File: src/rtl/sap_ctrl_seq_pkg.sv
// Shared definitions for the SAP-1 controller-sequencer: opcodes, T-state bit
// positions, the active-high internal control word and the decoded instruction class.
package sap_ctrl_seq_pkg;

    localparam int T_STATES = 6;
    localparam int T1_BIT = 0;
    localparam int T2_BIT = 1;
    localparam int T3_BIT = 2;
    localparam int T4_BIT = 3;
    localparam int T5_BIT = 4;
    localparam int T6_BIT = 5;

    localparam logic [T_STATES-1:0] T1_ONEHOT = 6'b000001;

    localparam logic [3:0] OP_LDA = 4'h0;
    localparam logic [3:0] OP_ADD = 4'h1;
    localparam logic [3:0] OP_SUB = 4'h2;
    localparam logic [3:0] OP_OUT = 4'hE;
    localparam logic [3:0] OP_HLT = 4'hF;

    // Internal control word is active-high; the top inverts the bus enables.
    typedef struct packed {
        logic pc_inc;
        logic pc_o;
        logic mar_i;
        logic ram_o;
        logic ir_i;
        logic ir_o;
        logic a_i;
        logic a_o;
        logic b_i;
        logic out_i;
        logic alu_o;
        logic alu_sub;
    } ctrl_word_t;

    localparam ctrl_word_t CW_IDLE = '0;

    typedef enum logic [2:0] {
        INS_LDA,
        INS_ADD,
        INS_SUB,
        INS_OUT,
        INS_HLT,
        INS_NOP
    } instr_e;

    function automatic logic instr_halts(instr_e ins);
        return ins == INS_HLT;
    endfunction

endpackage

File: src/rtl/sap_ctrl_seq_if.sv
// Control bus between the SAP-1 sequencer (master) and the datapath registers
// it enables (slave); the IR opcode nibble travels back to the sequencer.
interface sap_ctrl_seq_if #(
    parameter int OPCODE_WIDTH = 4
);
    logic [OPCODE_WIDTH-1:0] opcode;
    logic [5:0]              t_state;
    logic                    pc_inc;
    logic                    low_pc_o_en;
    logic                    low_mar_i_en;
    logic                    low_ram_o_en;
    logic                    low_ir_i_en;
    logic                    low_ir_o_en;
    logic                    low_a_i_en;
    logic                    low_a_o_en;
    logic                    low_b_i_en;
    logic                    low_out_i_en;
    logic                    low_alu_o_en;
    logic                    alu_sub;
    logic                    halted;

    modport master (
        input  opcode,
        output t_state, pc_inc, low_pc_o_en, low_mar_i_en, low_ram_o_en,
               low_ir_i_en, low_ir_o_en, low_a_i_en, low_a_o_en, low_b_i_en,
               low_out_i_en, low_alu_o_en, alu_sub, halted
    );

    modport slave (
        output opcode,
        input  t_state, pc_inc, low_pc_o_en, low_mar_i_en, low_ram_o_en,
               low_ir_i_en, low_ir_o_en, low_a_i_en, low_a_o_en, low_b_i_en,
               low_out_i_en, low_alu_o_en, alu_sub, halted
    );
endinterface

File: src/rtl/sap_ctrl_seq_ring_counter.sv
// Six-state one-hot T-state ring. Priority: reset, then hold (halt), then
// restart-to-T1 (early instruction end), then normal rotation.
module sap_ring_counter
    import sap_ctrl_seq_pkg::*;
(
    input  logic                clk,
    input  logic                reset,
    input  logic                hold,
    input  logic                restart,
    output logic [T_STATES-1:0] t_state
);

    logic [T_STATES-1:0] ring_q;
    logic [T_STATES-1:0] ring_d;

    always_comb begin
        ring_d = {ring_q[T_STATES-2:0], ring_q[T_STATES-1]};
        if (hold) begin
            ring_d = ring_q;
        end else if (restart) begin
            ring_d = T1_ONEHOT;
        end
    end

    always_ff @(posedge clk) begin
        if (reset) begin
            ring_q <= T1_ONEHOT;
        end else begin
            ring_q <= ring_d;
        end
    end

    assign t_state = ring_q;

endmodule

File: src/rtl/sap_ctrl_seq.sv
// SAP-1 controller-sequencer: opcode decode, control-word mux and halt flop.
// Build option SAP_CTRL_VARIABLE_CYCLE_EN ends each instruction after its last active T-state.
module sap_ctrl_seq
    import sap_ctrl_seq_pkg::*;
#(
    parameter int OPCODE_WIDTH    = 4,
    parameter bit HALT_ON_UNKNOWN = 1'b0
) (
    input  logic           clk,
    input  logic           reset,
    sap_ctrl_seq_if.master bus
);

    logic [T_STATES-1:0] t_state;
    logic                hold;
    logic                restart;
    logic                halt_now;
    logic                halted_q;
    logic                halted_d;
    instr_e              instr;
    ctrl_word_t          cw;

    sap_ring_counter u_ring (
        .clk     (clk),
        .reset   (reset),
        .hold    (hold),
        .restart (restart),
        .t_state (t_state)
    );

    always_comb begin
        instr = HALT_ON_UNKNOWN ? INS_HLT : INS_NOP;
        if (bus.opcode == OPCODE_WIDTH'(OP_LDA)) instr = INS_LDA;
        else if (bus.opcode == OPCODE_WIDTH'(OP_ADD)) instr = INS_ADD;
        else if (bus.opcode == OPCODE_WIDTH'(OP_SUB)) instr = INS_SUB;
        else if (bus.opcode == OPCODE_WIDTH'(OP_OUT)) instr = INS_OUT;
        else if (bus.opcode == OPCODE_WIDTH'(OP_HLT)) instr = INS_HLT;
    end

    // The opcode is only valid once the IR has loaded, so halting is decided in T4
    // and the ring is held there from that edge on.
    always_comb begin
        halt_now = t_state[T4_BIT] & instr_halts(instr) & ~halted_q;
        halted_d = halted_q | halt_now;
        hold     = halted_q | halt_now;
    end

`ifdef SAP_CTRL_VARIABLE_CYCLE_EN
    // NOP cannot be recognised before T4 (the IR is still loading in T3), so it ends after an idle T4.
    always_comb begin
        restart = 1'b0;
        if (t_state[T5_BIT] && instr == INS_LDA) restart = 1'b1;
        if (t_state[T4_BIT] && (instr == INS_OUT || instr == INS_NOP)) restart = 1'b1;
    end
`else
    always_comb begin
        restart = 1'b0;
    end
`endif

    always_comb begin
        cw = CW_IDLE;
        if (!reset && !halted_q) begin
            if (t_state[T1_BIT]) begin
                cw.pc_o  = 1'b1;
                cw.mar_i = 1'b1;
            end else if (t_state[T2_BIT]) begin
                cw.pc_inc = 1'b1;
            end else if (t_state[T3_BIT]) begin
                cw.ram_o = 1'b1;
                cw.ir_i  = 1'b1;
            end else if (t_state[T4_BIT]) begin
                if (instr == INS_LDA || instr == INS_ADD || instr == INS_SUB) begin
                    cw.ir_o  = 1'b1;
                    cw.mar_i = 1'b1;
                end else if (instr == INS_OUT) begin
                    cw.a_o   = 1'b1;
                    cw.out_i = 1'b1;
                end
            end else if (t_state[T5_BIT]) begin
                if (instr == INS_LDA) begin
                    cw.ram_o = 1'b1;
                    cw.a_i   = 1'b1;
                end else if (instr == INS_ADD || instr == INS_SUB) begin
                    cw.ram_o   = 1'b1;
                    cw.b_i     = 1'b1;
                    cw.alu_sub = (instr == INS_SUB);
                end
            end else if (t_state[T6_BIT]) begin
                if (instr == INS_ADD || instr == INS_SUB) begin
                    cw.alu_o   = 1'b1;
                    cw.a_i     = 1'b1;
                    cw.alu_sub = (instr == INS_SUB);
                end
            end
        end
    end

    always_ff @(posedge clk) begin
        if (reset) begin
            halted_q <= 1'b0;
        end else begin
            halted_q <= halted_d;
        end
    end

    assign bus.t_state      = t_state;
    assign bus.pc_inc       = cw.pc_inc;
    assign bus.low_pc_o_en  = ~cw.pc_o;
    assign bus.low_mar_i_en = ~cw.mar_i;
    assign bus.low_ram_o_en = ~cw.ram_o;
    assign bus.low_ir_i_en  = ~cw.ir_i;
    assign bus.low_ir_o_en  = ~cw.ir_o;
    assign bus.low_a_i_en   = ~cw.a_i;
    assign bus.low_a_o_en   = ~cw.a_o;
    assign bus.low_b_i_en   = ~cw.b_i;
    assign bus.low_out_i_en = ~cw.out_i;
    assign bus.low_alu_o_en = ~cw.alu_o;
    assign bus.alu_sub      = cw.alu_sub;
    assign bus.halted       = halted_q;

endmodule

File: src/flat_wrapper.sv
// flat-port wrapper written by rule: the top's interface ports become plain ports
module sap_ctrl_seq_flat import sap_ctrl_seq_pkg::*;
#(
    parameter int OPCODE_WIDTH    = 4,
    parameter bit HALT_ON_UNKNOWN = 1'b0
)
  (clk, reset, bus_opcode, bus_t_state, bus_pc_inc, bus_low_pc_o_en, bus_low_mar_i_en, bus_low_ram_o_en, bus_low_ir_i_en, bus_low_ir_o_en, bus_low_a_i_en, bus_low_a_o_en, bus_low_b_i_en, bus_low_out_i_en, bus_low_alu_o_en, bus_alu_sub, bus_halted);
  sap_ctrl_seq_if #(.OPCODE_WIDTH(OPCODE_WIDTH)) bus_i ();
  input  logic clk;
  input  logic reset;
  input wire logic [$bits(bus_i.opcode)-1:0] bus_opcode;
  output wire logic [$bits(bus_i.t_state)-1:0] bus_t_state;
  output wire logic [$bits(bus_i.pc_inc)-1:0] bus_pc_inc;
  output wire logic [$bits(bus_i.low_pc_o_en)-1:0] bus_low_pc_o_en;
  output wire logic [$bits(bus_i.low_mar_i_en)-1:0] bus_low_mar_i_en;
  output wire logic [$bits(bus_i.low_ram_o_en)-1:0] bus_low_ram_o_en;
  output wire logic [$bits(bus_i.low_ir_i_en)-1:0] bus_low_ir_i_en;
  output wire logic [$bits(bus_i.low_ir_o_en)-1:0] bus_low_ir_o_en;
  output wire logic [$bits(bus_i.low_a_i_en)-1:0] bus_low_a_i_en;
  output wire logic [$bits(bus_i.low_a_o_en)-1:0] bus_low_a_o_en;
  output wire logic [$bits(bus_i.low_b_i_en)-1:0] bus_low_b_i_en;
  output wire logic [$bits(bus_i.low_out_i_en)-1:0] bus_low_out_i_en;
  output wire logic [$bits(bus_i.low_alu_o_en)-1:0] bus_low_alu_o_en;
  output wire logic [$bits(bus_i.alu_sub)-1:0] bus_alu_sub;
  output wire logic [$bits(bus_i.halted)-1:0] bus_halted;
  assign bus_i.opcode = bus_opcode;
  assign bus_t_state = bus_i.t_state;
  assign bus_pc_inc = bus_i.pc_inc;
  assign bus_low_pc_o_en = bus_i.low_pc_o_en;
  assign bus_low_mar_i_en = bus_i.low_mar_i_en;
  assign bus_low_ram_o_en = bus_i.low_ram_o_en;
  assign bus_low_ir_i_en = bus_i.low_ir_i_en;
  assign bus_low_ir_o_en = bus_i.low_ir_o_en;
  assign bus_low_a_i_en = bus_i.low_a_i_en;
  assign bus_low_a_o_en = bus_i.low_a_o_en;
  assign bus_low_b_i_en = bus_i.low_b_i_en;
  assign bus_low_out_i_en = bus_i.low_out_i_en;
  assign bus_low_alu_o_en = bus_i.low_alu_o_en;
  assign bus_alu_sub = bus_i.alu_sub;
  assign bus_halted = bus_i.halted;
  sap_ctrl_seq #(.OPCODE_WIDTH(OPCODE_WIDTH), .HALT_ON_UNKNOWN(HALT_ON_UNKNOWN)) u_core (.clk(clk), .reset(reset), .bus(bus_i));
endmodule
File: config.mk
export PLATFORM = sky130hd
export DESIGN_NAME = sap_ctrl_seq_flat
export DESIGN_NICKNAME = d
export VERILOG_FILES = /design/src/rtl/sap_ctrl_seq_pkg.sv /design/src/rtl/sap_ctrl_seq_if.sv /design/src/rtl/sap_ctrl_seq_ring_counter.sv /design/src/rtl/sap_ctrl_seq.sv /design/src/flat_wrapper.sv
export SDC_FILE = /design/constraint.sdc
export NUM_CORES = 1
export LEC_CHECK = 0
export CORE_AREA = 2 2 39 41
export DETAILED_ROUTE_END_ITERATION = 10
export DIE_AREA = 0 0 41 43
export GPL_TIMING_DRIVEN = 0
export PLACE_DENSITY = 0.7
export SLEW_MARGIN = 15
export SYNTH_ARGS = -nofsm -noshare
export SYNTH_HDL_FRONTEND = slang
export SYNTH_HIERARCHICAL = 1
export SYNTH_SLANG_ARGS = --single-unit
export TNS_END_PERCENT = 30
File: constraint.sdc
create_clock -name clk -period 3.04 [get_ports clk]
set_input_delay 0.608 -clock clk [delete_from_list [all_inputs] [get_ports clk]]
set_output_delay 0.608 -clock clk [all_outputs]
set_load 0.05 [all_outputs]
==> results.cfg, run 1 <==
[critical_path]
worst_setup_path_end_kind = output port
worstSetupStartpointType = input port
cp.arrival_ns = 2.31
rrSetupSlack_ns = 1.60
crit_type = input port to output port
cp_max_fo = 5
critPathRequiredTime_ns = 2.43

[power]
swShare_pct = 29.4
seq_power_share_pct = 42.1
clkPwrFrac_pct = 37.6
peakVddDrop_v = 0.000264
p_int_mw = 0.163
leakage_nw = 0.275
p_per_area_nw_per_um2 = 311
p_sw_mw = 0.0679
comb_power_share_pct = 20.3

[synth]
synth.yosys.warnings = 6
syn-cell-area_um2 = 458
synth.avg_cell_area_um2 = 8.18
synthCells = 56
yosysSeqAreaShare_pct = 30.6
synth_seq_cells = 7
synth_cell_types = 28

[die]
die_w_um = 41
rows = 14
start_util_pct = 33.1
die_area_um2 = 1760
dieHeight_um = 43
coreArea_um2 = 1380
ios = 25

[placement]
io_buffers = 24
dp_cells = 97
place_congestion = 0.678
placed_cell_area_um2 = 722
dp_hpwl_um = 921
dpl_worst_slack_ns = -0.193

[finish]
multi_input_area_um2 = 283
regArea_um2 = 140
n_fill_cell = 143
final_common_cell = clkdlybuf4s50_1
diodes = 0
utilization_pct = 53.7
stdcell_count = 101
layout-drive-gt1-share_pct = 12.9
final_area_um2 = 743
nets = 92
area_delta_synth_final_pct = 62.3
final_cell_mix = clkdlybuf4s50_1 (15), nand2_1 (9), dfxtp_1 (7)

[sta]
clock_skew_ns = 0.000737
tightestPinTransition_ns = 0.508
setup_viol = 0
slew_headroom_pct = 66.1
setup_ws_ns = 0.123
rsz0062_at_grt = no
slew_violations = 0
fmax_mhz = 343
hold_violations = 0
min_period_ns = 2.92
timing.final.crit_share_pct = 96.0

[clock_tree]
cts.sinks = 7
clock_latency_ns = 0.25
path_clk_slew_ns = 0.05
post_cts_buffers = 0
cts_made_buffers = 3
hold_buffers = 0
cts_buffer_depth = 2
htree_levels = 1
cts_tree = done
root_buffer = clkbuf_4

[global_route]
grt_pass1_vias = 437
track_usage_pct = 15.1
grt_max_degree = 11
grt_pass1_wl_um = 1860
grt_remaining_overflow = 0
antenna_found_initial = 0

[drt]
drt.antenna.violating_nets = 0
num_vias = 511
drt-total-wl_um = 1160
drt_first_pass_iters = 3
via_per_inst = 5.06
routedWlPerCell_um = 11.4
drc = 0
drtIter0Drc = 3

[run_status]
status = finished, final reports clean

[flow_run]
drv_cap = 0

[worst_hold_path]
hold_path_class = register to register
## sequential cells by signal (all words and copies together), names as in the netlist
signal                 cells
u_core/u_ring/t_state      6
u_core/bus.halted          1
## worst paths after layout
check / cells after the start / from / to
min reg2reg: 2 / u_core/u_ring/t_state[5] / u_core/u_ring/t_state[5]
max: 5 / reset / bus_alu_sub
max reg2reg: 5 / u_core/u_ring/t_state[3] / u_core/u_ring/t_state[3]
min: 2 / u_core/u_ring/t_state[5] / u_core/u_ring/t_state[5]
## cell families after synthesis
kind of cell | after synthesis | share of synthesized area, %
compound gates | 12 | 19.9
buf+inv | 9 | 8.47
simple gates | 26 | 38.3
flops | 7 | 30.6
other cells | 1 | 0.819
xor+xnor | 1 | 1.91
## cell usage after synthesis (all sizes together)
cell type  number  area (um2)
nor2            1        3.75
and3            1        6.26
nor2b           2        12.5
nand2           9        33.8
o32ai           5        43.8
nor3b           2        15.0
dfxtp           7         140
o211a           1        10.0
conb            1        3.75
xnor2           1        8.76
a31oi           1        6.26
inv             6        22.5
and2            1        8.76
nand3b          1        7.51
o21ai           3        15.0
and4bb          1        12.5
a211oi          1        7.51
or2             1        8.76
nor4b           1        8.76
a31o            1        8.76
clkbuf          2        8.75
buf             1        7.51
and3b           2        17.5
nand4           1        6.26
nor4            3        33.8
## final cells by class
| class | instances | share of cell area [%] |
|---|---|---|
| Sequential cell | 7 | 18.9 |
| Clock buffer | 4 | 3.54 |
| Buffer | 3 | 2.19 |
| Inverter | 6 | 3.03 |
| Timing Repair Buffer | 24 | 31.6 |
| Tap cell | 16 | 2.69 |
| Multi-Input combinational cell | 41 | 38.0 |
## power groups by stage
stage / Sequential [mW] / Clock (mW) / Combinational (mW)
CTS: 0.0974 / 0.0887 / 0.0469
global route: 0.0979 / 0.0909 / 0.0501
floorplan: 0.106 / 0 / 0.0209
global placement: 0.0994 / 0 / 0.0470
detailed placement: 0.0994 / 0 / 0.0476
finish: 0.0973 / 0.0868 / 0.0468
## metal layers
layer / GRT usage [%] / routed length, um
met2: 23.1 / 520
met4: 8.00 / 27
met5: 0 / 0
met3: 3.14 / 117
met1: 18.7 / 490
## what timing repair did
action                                  CTS  global route
pin swaps                                 0             0
hold endpoints to repair                  0             0
endpoints found under the setup margin    7             3
gates resized for setup                   7             3
## critical path: stages
cell	delay, ns
clkdlybuf4s50_1	0.52
nor4_4	0.31
and2_4	0.22
o211a_1	0.13
dlygate4sd2_1	0.52
## metrics by stage
step	setup TNS [ns]	hold slack (ns)	power (mW)
after global routing	0	0.576	0.239
final	0	0.552	0.231
after detailed placement	-0.623	0.546	0.147
after global placement	-0.603	0.532	0.146
after floorplan	0	0.680	0.126
after CTS	0	0.554	0.233
(Power assumes the default switching activity.)
==> run 2, diff against run 1 <==
--- a/config.mk
+++ b/config.mk
@@ -9,6 +9,7 @@
 export DETAILED_ROUTE_END_ITERATION = 10
 export DIE_AREA = 0 0 41 43
 export GPL_TIMING_DRIVEN = 0
+export MAX_ROUTING_LAYER = met4
 export PLACE_DENSITY = 0.7
 export SLEW_MARGIN = 15
 export SYNTH_ARGS = -nofsm -noshare
==> constraint.sdc (replaced) <==
create_clock -name clk -period 3.4 [get_ports clk]
set_input_delay 0.68 -clock clk [delete_from_list [all_inputs] [get_ports clk]]
set_output_delay 0.68 -clock clk [all_outputs]
set_load 0.05 [all_outputs]
==> run 2 against run 1 <==
- utilization rose by 1.1 points
- sequential share of layout area is 0.37 points lower
- register-to-register slack improved by 0.35 ns
- count of clock-buffer cells in the layout did not move
- flip-flop and latch count is the same
- critical path type unchanged
- sequential power decreased by 11%
- critical endpoint is now bus_low_a_o_en
==> results.cfg, run 2 (synthesis gave the netlist of run 1 again) <==
[run_status]
status = finished, final reports clean

[global_route]
grt_pass1_wl_um = 1850
antenna_found_initial = 0
grt_remaining_overflow = 0
grt_pass1_vias = 438
track_usage_pct = 15.3
grt_max_degree = 11

[placement]
placed_cell_area_um2 = 722
dp_cells = 97
dpl_worst_slack_ns = 0.0234
dp_hpwl_um = 921
io_buffers = 24
place_congestion = 0.685

[drt]
via_per_inst = 5.05
routedWlPerCell_um = 11.5
drc = 0
drt_first_pass_iters = 3
num_vias = 510
drt.antenna.violating_nets = 0
drtIter0Drc = 5
drt-total-wl_um = 1160

[power]
leakage_nw = 0.304
p_per_area_nw_per_um2 = 273
peakVddDrop_v = 0.000236
total_power_mw = 0.207

[worst_hold_path]
min_to = u_core/u_ring/t_state[5]
holdPathStages = 2
hold_path_class = register to register
holdCritStartpoint = u_core/u_ring/t_state[5]

[clock_tree]
clock_latency_ns = 0.25
cts_tree = done
htree_levels = 1
cts_resized = 0
hold_buffers = 0
cts_buffer_depth = 2
root_buffer = clkbuf_4
cts_made_buffers = 3
post_cts_buffers = 0
cts.sinks = 7
path_clk_slew_ns = 0.05

[die]
coreArea_um2 = 1380
rows = 14
ios = 25
dieHeight_um = 43
die_w_um = 41
die_area_um2 = 1760
start_util_pct = 33.1

[critical_path]
worstSetupStartpointType = input port
critPathRequiredTime_ns = 2.72
cp_max_fo = 5
rr_startpoint = u_core/u_ring/t_state[3]
rrSetupSlack_ns = 1.95
cp_top_family = buffers and inverters
crit_chain = clkdlybuf4s50_1 > nor4_4 > and3b_1 > nand4_1 > clkdlybuf4s50_1
reg2reg_depth = 5
critPathBufInv = 2
crit_type = input port to output port
cp.arrival_ns = 2.57
startpoint = reset
cpPeakStageDelay_ns = 0.72
cp.depth = 5
path_common_cell = clkdlybuf4s50_1
cpMaxStageDelayCell = clkdlybuf4s50_1
worst_setup_path_end_kind = output port
r2r_end = u_core/u_ring/t_state[3]

[sta]
slew_headroom_pct = 65.6
rsz0062_at_grt = no
fmax_mhz = 308
timing.final.crit_share_pct = 95.6
slew_violations = 0
min_period_ns = 3.25
tightestPinTransition_ns = 0.515
setup_viol = 0
hold_violations = 0
setup_ws_ns = 0.150
clock_skew_ns = 0.000737
setup-tns-final_ns = 0

[finish]
nets = 92
largest_reg_flops = 6
final_cell_mix = clkdlybuf4s50_1 (20), nand2_1 (9), dfxtp_1 (7)
final_common_cell = clkdlybuf4s50_1
diodes = 0
stdcell_count = 101
layout-drive-gt1-share_pct = 11.8
final_area_um2 = 758
area_delta_synth_final_pct = 65.6

[flow_run]
drv_cap = 0
run 2: changes by cell type in the layout (fill, tap and decap cells not counted), sizes merged:
cell / before / now
dlymetal6s2s: 2 / 4
buf: 2 / 1
dlygate4sd2: 6 / 0
clkdlybuf4s50: 15 / 20
run 2: stage by stage:
stage	hold slack [ns]	utilization, %
after global placement	0.532	52.2
after global routing	0.576	54.8
after floorplan	0.730	-
after detailed placement	0.546	52.2
final	0.553	54.8
after CTS	0.554	54.1
run 2: where the power goes:
| part | leakage, nW | switching, mW | internal (mW) |
|---|---|---|---|
| registers | 0.0570 | 0.00319 | 0.0839 |
| clock network | 0.0150 | 0.0327 | 0.0449 |
| logic | 0.232 | 0.0249 | 0.0176 |
run 2: layer usage:
layer / wire length (um) / part of all wire (%) / up-vias / track usage (%)
met5: 0 / 0 / - / -
met4: 27 / 2.3 / 0 / 8.00
met2: 517 / 44 / 21 / 23.1
met1: 501 / 43 / 227 / 18.4
met3: 115 / 9.9 / 2 / 3.14
li1: - / - / 260 / -
run 2: layout make-up:
cell class / instances / area [um2]
plain buffers: 3 / 16.3
clock buffers: 4 / 26.3
fillers: 141 / 626
inverters: 6 / 22.5
multi-input cells: 41 / 283
flip-flops and latches: 7 / 140
well taps: 16 / 20.0
repair buffers: 24 / 250
run 2: how the worst max path moves through the flow:
stage | endpoint
after floorplan | bus_pc_inc
after global placement | bus_low_out_i_en
after detailed placement | bus_low_out_i_en
after CTS | bus_low_out_i_en
after global routing | bus_low_a_o_en
final | bus_low_a_o_en
run 2: tightest hold or removal path, cell delays in order, from the launching register on:
cell and delay (ns):
dfxtp_1 0.35, nand2_1 0.08, o32ai_1 0.07
